[src/rtl/shift_reg_seq_ctrl.sv]
// Sequencer for a universal shift register: loads a parallel word and then
// commands WIDTH shifts, presenting the bit leaving the register as a framed serial stream.
module shift_reg_seq_ctrl #(
  parameter int WIDTH = 4,
  parameter int CNT_W = 3
) (
  input  logic             CLK,
  input  logic             Clear,
  input  logic             start,
  input  logic [WIDTH-1:0] word,
  input  logic             dir,
  input  logic             fill,
  input  logic             abort,
  input  logic [WIDTH-1:0] A_par,
  output logic             s1,
  output logic             s0,
  output logic [WIDTH-1:0] I_par,
  output logic             MSB_in,
  output logic             LSB_in,
  output logic             ready,
  output logic             busy,
  output logic             ser_out,
  output logic             ser_valid,
  output logic             done
);

  if (((2 ** CNT_W) <= WIDTH) || (WIDTH < 2)) begin : g_bad_params
    $error("shift_reg_seq_ctrl: need WIDTH >= 2 and 2**CNT_W > WIDTH");
  end

  typedef enum logic [1:0] {IDLE, LOAD, SHIFT, DONE} state_t;

  localparam logic [CNT_W-1:0] LAST    = CNT_W'(WIDTH - 1);
  localparam logic [WIDTH-1:0] TAP_LSB = WIDTH'(1);
  localparam logic [WIDTH-1:0] TAP_MSB = {1'b1, {(WIDTH-1){1'b0}}};

  state_t           state_q;
  logic [CNT_W-1:0] cnt_q;
  // One-hot tap on the readback word: bit 0 for right shifts, MSB for left shifts.
  logic [WIDTH-1:0] tap_q;

  assign ser_out = |(A_par & tap_q);

  always_ff @(posedge CLK or posedge Clear) begin
    if (Clear) begin
      state_q   <= IDLE;
      cnt_q     <= '0;
      tap_q     <= TAP_LSB;
      s1        <= 1'b0;
      s0        <= 1'b0;
      I_par     <= '0;
      MSB_in    <= 1'b0;
      LSB_in    <= 1'b0;
      ready     <= 1'b1;
      busy      <= 1'b0;
      ser_valid <= 1'b0;
      done      <= 1'b0;
    end else if (abort && (state_q == LOAD || state_q == SHIFT)) begin
      state_q   <= IDLE;
      cnt_q     <= '0;
      {s1, s0}  <= 2'b00;
      ready     <= 1'b1;
      busy      <= 1'b0;
      ser_valid <= 1'b0;
    end else begin
      case (state_q)
        IDLE: begin
          if (start) begin
            state_q  <= LOAD;
            I_par    <= word;
            tap_q    <= dir ? TAP_MSB : TAP_LSB;
            MSB_in   <= fill & ~dir;
            LSB_in   <= fill & dir;
            {s1, s0} <= 2'b11;
            ready    <= 1'b0;
            busy     <= 1'b1;
          end
        end
        LOAD: begin
          state_q   <= SHIFT;
          cnt_q     <= '0;
          {s1, s0}  <= tap_q[WIDTH-1] ? 2'b10 : 2'b01;
          ser_valid <= 1'b1;
        end
        SHIFT: begin
          if (cnt_q == LAST) begin
            state_q   <= DONE;
            {s1, s0}  <= 2'b00;
            ser_valid <= 1'b0;
            busy      <= 1'b0;
            done      <= 1'b1;
          end else begin
            cnt_q <= cnt_q + 1'b1;
          end
        end
        DONE: begin
          state_q <= IDLE;
          done    <= 1'b0;
          ready   <= 1'b1;
        end
        default: state_q <= IDLE;
      endcase
    end
  end

endmodule

[config.mk]
export PLATFORM = sky130hd
export DESIGN_NAME = shift_reg_seq_ctrl
export DESIGN_NICKNAME = d
export VERILOG_FILES = /design/src/rtl/shift_reg_seq_ctrl.sv
export SDC_FILE = /design/constraint.sdc
export NUM_CORES = 1
export LEC_CHECK = 0
export ABC_AREA = 1
export CORE_MARGIN = 3
export CORE_UTILIZATION = 54
export CTS_BUF_LIST = sky130_fd_sc_hd__clkbuf_8
export DETAILED_ROUTE_END_ITERATION = 10
export HOLD_SLACK_MARGIN = 0.05
export PLACE_DENSITY = 0.87
export RECOVER_POWER = 50
export SETUP_SLACK_MARGIN = 0.05
export SKIP_LAST_GASP = 1
export SYNTH_ARGS = -nofsm -noshare
export SYNTH_HDL_FRONTEND = slang
export SYNTH_SLANG_ARGS = --single-unit
[constraint.sdc]
create_clock -name CLK -period 5.1 [get_ports CLK]
set_clock_uncertainty 0.2 [all_clocks]
set_input_delay 1.275 -clock CLK [delete_from_list [all_inputs] [get_ports CLK]]
set_output_delay 1.275 -clock CLK [all_outputs]
set_load 0.02 [all_outputs]
* Word-level counts from Yosys, hierarchy flattened
Index checks and enable logic that the tools add are counted.
** Word-level totals
- Register bits :: 21
- Output and inout bits :: 13
- Logic and storage cells :: 67
** Operators by class
- $add $sub $neg :: 1
- Equal/unequal tests :: 8
- Multiplexer cells :: 24
- Bitwise gates (word level) :: 5
- Reduce and logical (&&, ||, !) cells :: 17
** Operators with widths (number)
- 3-bit AND reduction :: 4
- 1-bit 2-to-1 mux :: 9
- 3-bit nonzero test :: 3
- 2-bit 2-to-1 mux :: 4
- 1-bit one-hot mux with 2 select lines :: 4
- 2-bit one-hot mux with 4 select lines :: 1
- 2-bit AND reduction :: 4
- 3-bit 2-to-1 mux :: 2
- 3-bit != test (second input constant) :: 2
- 1-bit one-hot mux with 3 select lines :: 2
- 3-bit one-hot mux with 2 select lines :: 1
- 4-bit AND :: 1
- 2-bit == test (second input constant) :: 2
- 4-bit 2-to-1 mux :: 1
- 4-bit nonzero test :: 1
- 4-bit OR reduction :: 1
- 3-bit by 1-bit adder with 3-bit output (second input constant) :: 1
- 3-bit by 2-bit == test with 1-bit output (second input constant) :: 1
- 3-bit by 1-bit != test with 1-bit output (second input constant) :: 1
- 1-bit AND :: 2
- 2-bit by 1-bit == test with 1-bit output (second input constant) :: 1
- 2-bit logical NOT :: 1
- 2-bit by 1-bit != test with 1-bit output (second input constant) :: 1
- 1-bit inverter :: 2
- 3 further kinds :: 3

* Depth between registers and ports, before layout
Gate-level depths: netlist of run 1.
- Depth in word-level cells :: 5
- Gate-level depth with buffers :: 8
- Gate-level depth less buffers :: 8

* Least setup slack after synthesis of run 1
No wires, ideal clock.
- Path kind :: input port to output port
- Start point :: input A_par[3]
- End point :: output ser_out
- Arrival time :: 1558 ps
- Required time :: 3625 ps
- Setup slack :: 2067 ps
- Stages :: 1
- Buffers on the path :: 0
- Path through :: a22o_1
** Between the ends
- Longest elaborated chain between the ends :: 2
** Ends and longest elaborated chain
- start, declared :: RTL line 14 : input logic [WIDTH-1:0] A_par,
- 4-bit AND :: RTL line 42 : assign ser_out = |(A_par & tap_q);
- 4-bit OR reduction :: RTL line 42
- end, declared :: RTL line 22 : output logic ser_out,
No other way between the ends.

* Worst setup path after layout of run 1
Ends and elaborated chain as after synthesis.

==> impl_metrics.json, run 1 <==
{
  "outcome": "finished clean",
  "synth_top_cells_by_area": "dfrtp_1, nand2_1, ha_1",
  "cp.arrival_ns": 2.46,
  "clockBufferDepth": 2,
  "holdBufCountCts": 0,
  "fill_cells": 138,
  "die_h_um": 50.62,
  "grt_overflow": 0,
  "postCtsResizedCells": 0,
  "wire_per_inst_um": 11.70,
  "setup_slack_ns": 1.170,
  "portBuffers": 24,
  "synth-seq-area-share": 0.4447,
  "cts_tree": "built",
  "postRouteAntennaNets": 0,
  "synth_seq_cells": 19,
  "drt_iter0_drc": 12,
  "timing.final.crit_period_ns": 3.930,
  "design_area_mm2": 0.001349,
  "drv_cap": 0,
  "vias_per_cell": 4.910,
  "setup_viol": 0,
  "hpwl_mm": 1.526,
  "max_freq_mhz": 254.4,
  "slowest_stage": "clkdlybuf4s50_1",
  "end_kind": "output port",
  "relSlewSlack": 0.5297,
  "crit_type": "input pin to output port",
  "leakagePower_nw": 0.6756,
  "insertion_delay_ns": 0.26,
  "worst_hold_slack_ns": 0.2792,
  "hold_viol": 0,
  "critical_path.cell_chain": "clkdlybuf4s50_1 -> a22o_1 -> clkdlybuf4s50_1",
  "dieArea_mm2": 0.002562,
  "dp_cells": 173,
  "critical_path_required_ns": 3.62,
  "ys_types": 19,
  "place_ws_ns": 1.161,
  "reg2reg_slack_ns": 2.64,
  "crit_fanout": 1,
  "setup-tns-final_ns": 0,
  "num_vias": 869,
  "cp_common_cell": "clkdlybuf4s50_1",
  "cts.clk_slew.worst_paths_ns": 0.07,
  "path_delay_family": "buffers and inverters",
  "cp_slowest_stage_delay_ns": 0.59,
  "power_mw": 0.7907,
  "first_pass_iters": 4,
  "yosysWarningCount": 0,
  "clock_sinks": 19,
  "rows": 15,
  "dpl-instance-area_mm2": 0.001326,
  "wl_mm": 2.071,
  "rsz0062_at_grt": "false",
  "place_congestion": 0.8310,
  "syn_area_mm2": 0.001075,
  "worstMarginPinSlew_ns": 0.7047,
  "syn_nets": 148,
  "slew_violations": 0,
  "critPathLaunch": "A_par[3]",
  "period_share": 0.7707,
  "yosysTopAreaCell": "dfrtp_1",
  "timing.rr.start": "state_q[0]",
  "initial_core_util": 0.5965,
  "syn_to_final_growth_pct": 25.49,
  "power.density_mw_per_mm2": 586.2,
  "grt_first_pass_wirelength_mm": 3.684,
  "coreArea_mm2": 0.001802,
  "diodes": 0,
  "synth_top_area_frac": 0.3958,
  "clock-root-buffer": "clkbuf_8",
  "grt_max_degree": 20,
  "grtUsageTotal": 0.1887,
  "syn_inst": 125,
  "layoutNonFillerInstCount": 177,
  "final_core_util": 0.7486,
  "critPathLaunchType": "input pin",
  "hold_start": "busy",
  "syn_area_per_cell_um2": 8.598,
  "grt_antenna_before_repair": 0,
  "nets": 176,
  "hp-class": "flip-flop to flip-flop",
  "cts_setup_buffers": 0,
  "vdd_drop_max_mv": 0.3024,
  "drc_errors": 0,
  "io_pins": 27,
  "die_w_um": 50.62,
  "numCtsBuffers": 3,
  "cts.htree.levels": 1,
  "crit_buf_inv": 2,
  "drive_above_1_share": 0.1053,
  "grt_pass1_vias": 842
}
## state kept, by name, summed over array words and instances, names as in the netlist
| name | flops |
|---|---|
| state_q | 2 |
| s1 | 1 |
| I_par | 4 |
| cnt_q | 3 |
| tap_q | 2 |
| ready | 1 |
| LSB_in | 1 |
| s0 | 1 |
| MSB_in | 1 |
| ser_valid | 1 |
| done | 1 |
| busy | 1 |
## worst min-delay path, cell delays in order (launching register included)
cell and delay (ns):
dfrtp_1 0.35, nand2_1 0.05, nand2_1 0.05
## logic make-up (layout without fill, tap and decap cells)
family,count (synthesis),count (layout),synth area share
AND/OR/NAND/NOR,60,60,0.2666
flip-flops,19,19,0.4447
buffers and inverters,19,46,0.08265
AO/OA/AOI/OAI,18,18,0.1013
adder cells (fa/ha/maj),9,9,0.1048
## final timing paths
check                             end  cells after the start
setup / recovery              ser_out                      3
hold / removal                   busy                      2
setup reg to reg             I_par[0]                      7
hold reg to reg                  busy                      2
max in group asynchronous  state_q[1]                      2
min in group asynchronous    cnt_q[0]                      2
## power breakdown
part | internal [mW] | switching [mW]
Clock | 0.0543 | 0.0511
Sequential | 0.219 | 0.0411
Combinational | 0.177 | 0.247
Total | 0.451 | 0.340
## area by class of cell
class	instances	area, µm²	area share
Multi-Input combinational cell	87	484.2	0.3590
Sequential cell	19	478.0	0.3544
Timing Repair Buffer	24	240.2	0.1781
Inverter	18	68.82	0.05102
Clock buffer	3	41.29	0.03061
Tap cell	25	31.28	0.02319
Clock inverter	1	5.005	0.003711
## layout by cell type, fill, tap and decap left out, drive strengths merged
| cell type | count |
|---|---|
| nand2 | 46 |
| dlygate4sd3 | 2 |
| a22o | 1 |
| nand3 | 7 |
| dfstp | 2 |
| o21ai | 16 |
| clkdlybuf4s50 | 22 |
| dfrtp | 17 |
| ha | 9 |
| nor2 | 4 |
| nand4 | 3 |
| clkbuf | 3 |
| inv | 17 |
| clkinv | 2 |
| a21oi | 1 |
## synth_stat cells
cell       n
a21oi_1    1
a22o_1     1
buf_12     1
clkinv_2   1
dfrtp_1   17
dfstp_2    2
ha_1       9
inv_1     17
nand2_1   42
nand2_2    3
nand2_4    1
nand3_1    5
nand3_4    2
nand4_1    3
nor2_1     2
nor2_2     2
o21ai_0   10
o21ai_1    2
o21ai_2    4
## metal layers
metal	vias to the layer above	GRT usage	part of all wire
met5	-	0	0
met4	0	0.09417	0.022
met3	5	0.03264	0.043
met2	21	0.3109	0.48
met1	396	0.2364	0.46
li1	447	-	-
Power figures use the tool's default switching activity.
==> run 2, diff against run 1 <==
Settings changed: CORE_UTILIZATION 54 to 45, PLACE_DENSITY 0.87 to 0.77.
Clock period 5.1 ns to 3.6 ns, I/O delays scaled along.
==> impl_metrics.json, run 2 (synthesis gave the netlist of run 1 again) <==
{
  "period_share": 0.8835,
  "power_mw": 1.116,
  "numCtsBuffers": 3,
  "largest_reg_flops": 4,
  "io_pins": 27,
  "first_pass_iters": 4,
  "die_w_um": 54.87,
  "drive_above_1_share": 0.1053,
  "cts.htree.levels": 1,
  "outcome": "finished clean",
  "grt_first_pass_wirelength_mm": 3.222,
  "clock_sinks": 19,
  "dieArea_mm2": 0.003011,
  "rsz0062_at_grt": "false",
  "layoutNonFillerInstCount": 180,
  "final_common_cell": "nand2_1",
  "cts.clk_slew.worst_paths_ns": 0.06,
  "crit_type": "input pin to output port",
  "portBuffers": 24,
  "drt-met1-wl_um": 907,
  "vdd_drop_max_mv": 0.4405,
  "critical_path_required_ns": 2.50,
  "dp_cells": 176,
  "nets": 176,
  "dr_wl_met3_um": 71,
  "wire_per_inst_um": 11.22,
  "crit_fanout": 1,
  "max_freq_mhz": 314.4,
  "highest_layer": "met4",
  "hpwl_mm": 1.563,
  "wl_mm": 2.019,
  "hold_viol": 0,
  "relSlewSlack": 0.5355,
  "worst_hold_slack_ns": 0.2785,
  "num_vias": 850,
  "drt_iter0_drc": 25,
  "coreArea_mm2": 0.002233,
  "holdBufCountCts": 0,
  "syn_to_final_growth_pct": 26.08,
  "grt_max_degree": 20,
  "die_h_um": 54.87,
  "clockBufferDepth": 2,
  "regMostFlops": "I_par",
  "dpl-instance-area_mm2": 0.001330,
  "rows": 17,
  "grt_overflow": 0,
  "worstMarginPinSlew_ns": 0.6960,
  "clock-root-buffer": "clkbuf_8",
  "slew_violations": 0,
  "wl_met2_mm": 1.027,
  "insertion_delay_ns": 0.25,
  "critPathLaunchType": "input pin",
  "grt_antenna_before_repair": 0,
  "cts_setup_buffers": 0,
  "grt_pass1_vias": 767,
  "drc_errors": 0,
  "cp.arrival_ns": 2.08,
  "timing.final.crit_period_ns": 3.181,
  "setup_viol": 0,
  "initial_core_util": 0.4812,
  "power.density_mw_per_mm2": 823.9,
  "largest_registers": "I_par x4, cnt_q x3",
  "cts_tree": "built",
  "postCtsResizedCells": 0,
  "end_kind": "output port",
  "diodes": 0,
  "setup-tns-final_ns": 0,
  "vias_per_cell": 4.722,
  "design_area_mm2": 0.001355,
  "drv_cap": 0,
  "grtUsageTotal": 0.1485,
  "hp-class": "flip-flop to flip-flop",
  "postRouteAntennaNets": 0,
  "final_cell_mix": "nand2_1, clkdlybuf4s50_1, inv_1, dfrtp_1, o21ai_0",
  "leakagePower_nw": 0.6729,
  "place_congestion": 0.9198
}
==> run 2: cell types whose count changed in the layout (fill, tap and decap cells not counted), sizes merged <==
cell      delta
clkinv       -2
clkinvlp     +1
inv          +1
==> run 2: final timing paths <==
| path | startpoint | to | slack, ns | cells after the start |
|---|---|---|---|---|
| max in group asynchronous | Clear | I_par[3] | 1.77 | 2 |
| min reg2reg | busy | busy | 0.28 | 2 |
| max reg2reg | state_q[0] | I_par[1] | 1.16 | 7 |
| min in group asynchronous | Clear | LSB_in | 0.99 | 2 |
| max | A_par[3] | ser_out | 0.42 | 3 |
| min | busy | busy | 0.28 | 2 |
==> run 2: area by class of cell <==
cell class              count  area [µm²]
fillers                   195       878.3
multi-input cells          87       488.0
repair buffers             24       240.2
clock inverters             1       3.754
well taps                  28       35.03
flip-flops and latches     19       478.0
inverters                  18       68.82
clock buffers               3       41.29
==> run 2: metrics by stage <==
step	worst slack (ns)	util
CTS	0.4136	0.6157
detailed placement	0.4189	0.5955
finish	0.4192	0.6067
global route	0.3544	0.6067
global placement	0.4226	0.5955
floorplan	1.317	-
==> run 2: metal layers <==
metal  track usage  vias up
li1              -      454
met1        0.1869      380
met2        0.2480       14
met3       0.02452        2
met4       0.06224        0
met5             0        -
==> run 2: critical path: stages <==
cell	delay [ns]
clkdlybuf4s50_1	0.46
a22o_1	0.13
clkdlybuf4s50_1	0.59
==> run 2: power breakdown <==
| part | leakage (nW) | internal, mW | total [mW] | switching [mW] |
|---|---|---|---|---|
| combinational | 0.408 | 0.253 | 0.606 | 0.353 |
| sequential | 0.238 | 0.311 | 0.368 | 0.0575 |
| clock | 0.0269 | 0.0757 | 0.142 | 0.0663 |
==> run 3, diff against run 2 <==
Settings changed: CORE_UTILIZATION 45 to 54, PLACE_DENSITY 0.77 to 0.87.
Clock period 3.6 ns to 3.9 ns, I/O delays scaled along.
==> impl_metrics.json, run 3 (synthesis gave the netlist of run 1 again) <==
{
  "wl_mm": 2.280,
  "syn_to_final_growth_pct": 25.26,
  "cp.arrival_ns": 2.16,
  "r2r_cells": 7,
  "min_path_cells": 2,
  "postCtsResizedCells": 0,
  "combPwrFrac": 0.537,
  "drv_cap": 0,
  "worstHoldEndpoint": "busy",
  "wire_per_inst_um": 12.88,
  "crit_fanout": 1,
  "clock_sinks": 19,
  "hold_viol": 0,
  "place_congestion": 0.8455,
  "die_w_um": 50.62,
  "critical_path_required_ns": 2.72,
  "p_seq_frac": 0.327,
  "timing.rr.start": "state_q[0]",
  "grt_overflow": 0,
  "timing.final.crit_period_ns": 3.331,
  "period_share": 0.8542,
  "clockBufferDepth": 2,
  "rows": 15,
  "num_vias": 875,
  "r2r-end": "I_par[1]",
  "final_cell_mix": "nand2_1, clkdlybuf4s50_1, dfrtp_1, inv_1, o21ai_0",
  "power.density_mw_per_mm2": 774.1,
  "slew_violations": 0,
  "clock-root-buffer": "clkbuf_8",
  "cts.clk_slew.worst_paths_ns": 0.08,
  "regMostFlops": "I_par",
  "grt_first_pass_wirelength_mm": 4.064,
  "leakagePower_nw": 0.6758,
  "hp-class": "flip-flop to flip-flop",
  "grtUsageTotal": 0.2137,
  "dp_cells": 173,
  "dieArea_mm2": 0.002562,
  "largest_reg_flops": 4,
  "nets": 176,
  "critPathLaunchType": "input pin",
  "grt_max_degree": 20,
  "design_area_mm2": 0.001346,
  "portBuffers": 24,
  "final_common_cell": "nand2_1",
  "initial_core_util": 0.5965,
  "diodes": 0,
  "insertion_delay_ns": 0.26,
  "holdBufCountCts": 0,
  "hpwl_mm": 1.731,
  "max_freq_mhz": 300.2,
  "vdd_drop_max_mv": 0.3855,
  "p_int_mw": 0.5895,
  "end_kind": "output port",
  "setup-tns-final_ns": 0,
  "io_pins": 27,
  "postRouteAntennaNets": 0,
  "layoutNonFillerInstCount": 177,
  "drive_above_1_share": 0.09868,
  "setup_viol": 0,
  "switching_share": 0.4343,
  "first_pass_iters": 4,
  "largest_registers": "I_par x4, cnt_q x3",
  "place_ws_ns": 0.5655,
  "outcome": "finished clean",
  "crit_type": "input pin to output port",
  "rsz0062_at_grt": "false",
  "p_clk_frac": 0.136,
  "grt_pass1_vias": 906,
  "cts.htree.levels": 1,
  "reg2reg_slack_ns": 1.45,
  "setup_slack_ns": 0.5686,
  "relSlewSlack": 0.5112,
  "drt_iter0_drc": 36,
  "vias_per_cell": 4.944,
  "drc_errors": 0,
  "coreArea_mm2": 0.001802,
  "hold_start": "busy",
  "p_sw_mw": 0.4526,
  "cts_setup_buffers": 0,
  "grt_antenna_before_repair": 0,
  "cts_tree": "built",
  "worstMarginPinSlew_ns": 0.7324,
  "die_h_um": 50.62,
  "dpl-instance-area_mm2": 0.001326,
  "numCtsBuffers": 3
}
## run 3: changes by cell type in the layout (fill, tap and decap cells not counted), sizes merged
| cell | previous run | this run |
|---|---|---|
| clkinv | 0 | 2 |
| clkinvlp | 1 | 0 |
| inv | 18 | 17 |
## run 3: power by group through the flow
| stage | sequential (mW) | combinational (mW) | clock [mW] |
|---|---|---|---|
| after floorplan | 0.407 | 0.329 | 0 |
| after global placement | 0.340 | 0.562 | 0 |
| after detailed placement | 0.346 | 0.581 | 0 |
| after CTS | 0.343 | 0.586 | 0.143 |
| after global routing | 0.353 | 0.628 | 0.154 |
| final | 0.341 | 0.559 | 0.142 |
## run 3: worst max-delay path: stages
cell             delay (ns)
clkdlybuf4s50_1        0.46
a22o_1                 0.13
clkdlybuf4s50_1        0.59
## run 3: area by class of cell
type,count,area (µm²)
Inverter,18,68.82
Clock buffer,3,41.29
Fill cell,136,455.4
Timing Repair Buffer,24,240.2
Multi-Input combinational cell,87,481.7
Clock inverter,1,5.005
Tap cell,25,31.28
Sequential cell,19,478.0
## run 3: routing by layer
metal,share of wire,up-vias,track usage
met4,0.018,0,0.08072
met3,0.032,5,0.03858
met5,0,-,0
met2,0.50,15,0.3652
met1,0.44,405,0.2665
li1,-,450,-
## run 3: worst max-delay path by stage
stage,from,end,slack (ns),depth (start not counted)
final,A_par[3],ser_out,0.57,3
after CTS,A_par[3],ser_out,0.56,3
after global routing,A_par[3],ser_out,0.55,3
after floorplan,A_par[3],ser_out,1.47,1
after detailed placement,A_par[3],ser_out,0.57,3
after global placement,A_par[3],ser_out,0.58,3
## run 3: through the flow
step / hold WS [ns] / power (mW) / utilization
2_1_floorplan: 0.2530 / 0.7361 / -
3_3_place_gp: 0.2602 / 0.9027 / 0.7361
3_5_place_dp: 0.2612 / 0.9270 / 0.7361
4_1_cts: 0.2799 / 1.071 / 0.7618
5_1_grt: 0.3077 / 1.135 / 0.7472
6_report: 0.2798 / 1.042 / 0.7472
